## config.mk

```make
export PLATFORM = sky130hd
export DESIGN_NAME = risc_v_dmem_responder
export DESIGN_NICKNAME = d
export VERILOG_FILES = /design/src/rtl/risc_v_dmem_responder.sv
export SDC_FILE = /design/constraint.sdc
export NUM_CORES = 2
export LEC_CHECK = 0
export ABC_AREA = 1
export BUFFER_PORTS_ARGS = -buffer_cell sky130_fd_sc_hd__buf_2
export CORE_UTILIZATION = 52
export CTS_CLUSTER_SIZE = 25
export DETAILED_ROUTE_END_ITERATION = 8
export PLACE_DENSITY = 0.7
export SLEW_MARGIN = 15
export SYNTH_ARGS = -nofsm -noshare
export SYNTH_HDL_FRONTEND = slang
export SYNTH_SLANG_ARGS = --single-unit
```

## constraint.sdc

```tcl
create_clock -name clk -period 5.6 [get_ports clk]
set_input_delay 0.56 -clock clk [delete_from_list [all_inputs] [get_ports clk]]
set_output_delay 0.56 -clock clk [all_outputs]
set_load 0.05 [all_outputs]
```

## src/rtl/risc_v_dmem_responder.sv

```systemverilog
// Multi-cycle data-memory responder for the M-stage load/store port: one access in flight,
// fixed latency. Optional misaligned-access check under `DMEM_MISALIGN_CHECK_EN`.
module risc_v_dmem_responder #(
    parameter int DEPTH   = 32,
    parameter int ADDR_W  = 5,
    parameter int LATENCY = 2
) (
    input  logic        clk,
    input  logic        rst,
    input  logic        req_valid,
    output logic        req_ready,
    input  logic        req_write,
    input  logic [31:0] req_addr,
    input  logic [31:0] req_wdata,
    output logic        resp_valid,
    input  logic        resp_ready,
    output logic [31:0] resp_rdata,
`ifdef DMEM_MISALIGN_CHECK_EN
    output logic        resp_err,
`endif
    output logic        busy
);

    typedef enum logic [1:0] {IDLE, WAIT, RESP} state_t;

    localparam logic [3:0] CNT_INIT = 4'(LATENCY - 1);

    state_t              state, state_nx;
    logic [3:0]          cnt, cnt_nx;
    logic [31:0]         mem [DEPTH];
    logic                wr_q, err_q, err_r;
    logic [ADDR_W-1:0]   idx_q;
    logic [ADDR_W-1:0]   req_idx, cur_idx;
    logic                accept, enter_resp, misalign, cur_wr, cur_err;

    assign req_idx    = req_addr[ADDR_W+1:2];
    assign req_ready  = (state == IDLE);
    assign resp_valid = (state == RESP);
    assign busy       = (state != IDLE);
    assign accept     = req_valid && req_ready;

`ifdef DMEM_MISALIGN_CHECK_EN
    assign misalign = (req_addr[1:0] != 2'b00);
    assign resp_err = err_r;
    logic unused_addr;
    assign unused_addr = ^req_addr[31:ADDR_W+2];
`else
    assign misalign = 1'b0;
    logic unused_sigs;
    assign unused_sigs = ^{req_addr[31:ADDR_W+2], req_addr[1:0], err_r};
`endif

    // With LATENCY==1 the response is captured on the accept edge itself,
    // so the access attributes come straight from the request port.
    assign cur_wr  = (state == IDLE) ? req_write : wr_q;
    assign cur_idx = (state == IDLE) ? req_idx   : idx_q;
    assign cur_err = (state == IDLE) ? misalign  : err_q;

    always_comb begin
        state_nx   = state;
        cnt_nx     = cnt;
        enter_resp = 1'b0;
        case (state)
            IDLE: begin
                if (accept) begin
                    if (LATENCY == 1) begin
                        state_nx   = RESP;
                        enter_resp = 1'b1;
                    end else begin
                        state_nx = WAIT;
                        cnt_nx   = CNT_INIT;
                    end
                end
            end
            WAIT: begin
                cnt_nx = cnt - 4'd1;
                if (cnt == 4'd1) begin
                    state_nx   = RESP;
                    enter_resp = 1'b1;
                end
            end
            RESP: begin
                if (resp_ready) state_nx = IDLE;
            end
            default: state_nx = IDLE;
        endcase
    end

    always_ff @(posedge clk) begin
        if (rst) begin
            state      <= IDLE;
            cnt        <= 4'd0;
            wr_q       <= 1'b0;
            err_q      <= 1'b0;
            idx_q      <= '0;
            resp_rdata <= 32'd0;
            err_r      <= 1'b0;
            for (int i = 0; i < DEPTH; i++) mem[i] <= 32'd0;
        end else begin
            state <= state_nx;
            cnt   <= cnt_nx;
            if (accept) begin
                wr_q  <= req_write;
                idx_q <= req_idx;
                err_q <= misalign;
                if (req_write && !misalign) mem[req_idx] <= req_wdata;
            end
            if (enter_resp) begin
                resp_rdata <= (cur_wr || cur_err) ? 32'd0 : mem[cur_idx];
                err_r      <= cur_err;
            end
        end
    end

endmodule

```

==> results.py <==
metrics = {
    "route": {
        "drcViolationCount": 0,
        "first_iter_violations": 4702,
        "routedWlPerCell_um": 22.78,
        "wl_mm": 136.8,
        "antenna_left": 0,
        "vias_per_cell": 6.020,
        "vias": 36140,
        "drtPass1Iterations": 6,
    },
    "global_route": {
        "grtUsageMet2_pct": 46.26,
        "busiest_layer": "met2",
        "track_usage_pct": 29.17,
        "grt_use_met3_pct": 4.319,
        "grt_antenna_before_repair": 2,
        "grt_pass1_vias": 34640,
        "grt_pass1_wl_mm": 207.0,
        "grt_use_met1_pct": 40.18,
        "overflow": 0,
        "grt_max_degree": 129,
    },
    "yosys": {
        "syn_area_um2": 47900,
        "synth_seq_cells": 1068,
        "synth_fp_nets": 4942,
        "yosysSeqAreaShare_pct": 66.04,
        "syn_inst": 4871,
        "synth_warnings": 0,
        "synth_cell_types": 27,
        "avgSynthCellArea_um2": 9.833,
    },
    "critical_path": {
        "critPathMaxFanout": 38,
        "crit_chain": "buf_2 -> inv_1 -> buf_4 -> nand3_2 -> nor3_2 -> nand2_1 -> buf_4 -> nand2_1 -> buf_4",
        "startpoint_type": "input pin",
        "cpPeakStageDelay_ps": 880,
        "crit_type": "input pin to flip-flop",
        "required_ps": 5950,
        "crit_family": "buffers and inverters",
        "cp_common_cell": "buf_4",
        "endpoint_kind": "flip-flop",
        "slowest_stage": "nand2_1",
        "worstPathArrival_ps": 4180,
        "cp_num_buf_inv": 5,
    },
    "clock_tree": {
        "clock_sinks": 1068,
        "numCtsBuffers": 109,
        "hold_buffers": 0,
        "cts.path.max_buffers": 3,
        "post_cts_resized": 0,
        "cts.clk_slew.worst_paths_ps": 60,
        "cts_setup_buffers": 0,
        "insertion_delay_ps": 680,
        "cts_tree": "built",
        "root_buffer": "clkbuf_16",
        "htree_levels": 3,
    },
    "sta": {
        "final_max_slew_viol_count": 0,
        "finalSetupViolCount": 0,
        "fmax_ghz": 0.2612,
        "rsz0062_at_grt": "no",
        "finalCritPeriodShare_pct": 68.37,
        "holdWs_ps": 150.6,
        "hold_viol_final": 0,
        "tns_ps": 0,
        "skew_ps": 28.49,
        "fin_crit_ps": 3829,
        "slew-limit-headroom_pct": 20.39,
        "tightest_slew_ps": 1193,
    },
    "cells_and_area": {
        "nNetsFinal": 4806,
        "final_layout_size_suffix_gt1_share_pct": 7.605,
        "areaGrowthSynthToFinish_pct": 9.156,
        "final_cell_mix": "nand3_1, nor2_1, edfxtp_1",
        "final_area_um2": 52280,
        "multi_input_area_um2": 14000,
        "final_common_cell": "nand3_1",
        "fill_cells": 7498,
        "ff_latch_area_um2": 31630,
    },
    "run_status": {
        "status": "finished clean",
    },
    "die": {
        "fp.dieW_um": 305.5,
        "initial_utilization_pct": 52.89,
        "die_y_um": 305.5,
        "fp.coreArea_um2": 90560,
        "rows": 110,
        "ioPinCount": 104,
        "die_area_um2": 93330,
    },
    "power": {
        "peakVddDrop_mv": 0.2710,
        "finalPower_mw": 18.68,
        "power.leakage_nw": 20.29,
        "p_per_area_nw_per_um2": 357.2,
    },
    "placement": {
        "place_area_um2": 48950,
        "dp_hpwl_mm": 73.90,
        "routabilityCongestion": 0.8360,
        "numPortBuffers": 76,
    },
    "run": {
        "maxCapViolations": 0,
    },
    "min_path": {
        "hold_path_class": "input pin to flip-flop",
    },
}
Yosys cell counts, drive strengths merged:
cell / count / area share (%)
a21oi: 43 / 0.45
buf: 217 / 2.5
clkbuf: 224 / 1.8
dfxtp: 44 / 1.8
edfxtp: 1024 / 64
ha: 2 / 0.052
inv: 85 / 0.67
nand2: 1017 / 8.0
nand3: 1154 / 12
nand4: 3 / 0.039
nor2: 1037 / 8.1
nor3: 8 / 0.11
nor4: 1 / 0.013
o21ai: 10 / 0.13
o31ai: 1 / 0.016
or2: 1 / 0.013
power by group:
part / switching, mW / total (mW) / internal (mW)
sequential: 0.0826 / 9.10 / 9.02
combinational: 2.05 / 2.73 / 0.681
clock: 2.98 / 6.85 / 3.86
total: 5.11 / 18.7 / 13.6
area by class of cell:
type                       instances  area share (%)
clock inverter                    41          0.4930
antenna                            1        0.004786
multi-input combinational       3277           26.78
tap                             1176           2.814
inverter                          85          0.6150
clock buffer                     161           5.868
sequential                      1068           60.50
timing repair buffer             194           2.924
layer usage:
layer | vias up | share of wire, %
met2 | 2198 | 46
li1 | 16220 | -
met4 | 0 | 4.2
met3 | 323 | 11
met5 | - | 0
met1 | 17400 | 39
worst paths after layout:
check | from | endpoint | slack [ps] | cells past startpoint
worst min-delay path | resp_ready | state[1]$_SDFFE_PP0P_ | 150 | 4
worst min register to register | resp_rdata[23]$_SDFFE_PP0P_ | resp_rdata[23]$_SDFFE_PP0P_ | 460 | 2
worst max-delay path | rst | mem[24][22]$_SDFFCE_PN0P_ | 1770 | 9
worst max register to register | state[1]$_SDFFE_PP0P_ | mem[24][22]$_SDFFCE_PN0P_ | 1950 | 10
sequential cells by signal, summed over array words and instances, names as in the netlist:
name	count
mem	1024
resp_rdata	32
idx_q	5
cnt	4
state	2
wr_q	1
cell families after synthesis:
logic type | share of synthesized area, %
simple gates | 28.40
flops | 66.04
buf+inv | 4.919
compound gates | 0.5930
fa+ha+maj | 0.05224
worst register-to-register path: stages, from the launching register on:
cell and delay (ps):
dfxtp_1 330, nor2_2 130, buf_4 260, nand2_2 170, inv_2 180, nand3_2 160
nor3_2 450, nand2_1 100, buf_4 310, nand2_1 890, buf_4 360
stage by stage:
stage | setup slack, ps | instances | utilization [%]
2_1_floorplan | 2917 | 4871 | -
3_3_place_gp | 1261 | 5800 | 54.06
3_5_place_dp | 1184 | 5800 | 54.06
4_1_cts | 1855 | 6002 | 57.73
5_1_grt | 1664 | 6003 | 57.73
6_report | 1771 | 6003 | 57.73
Power figures use the tool's default switching activity.
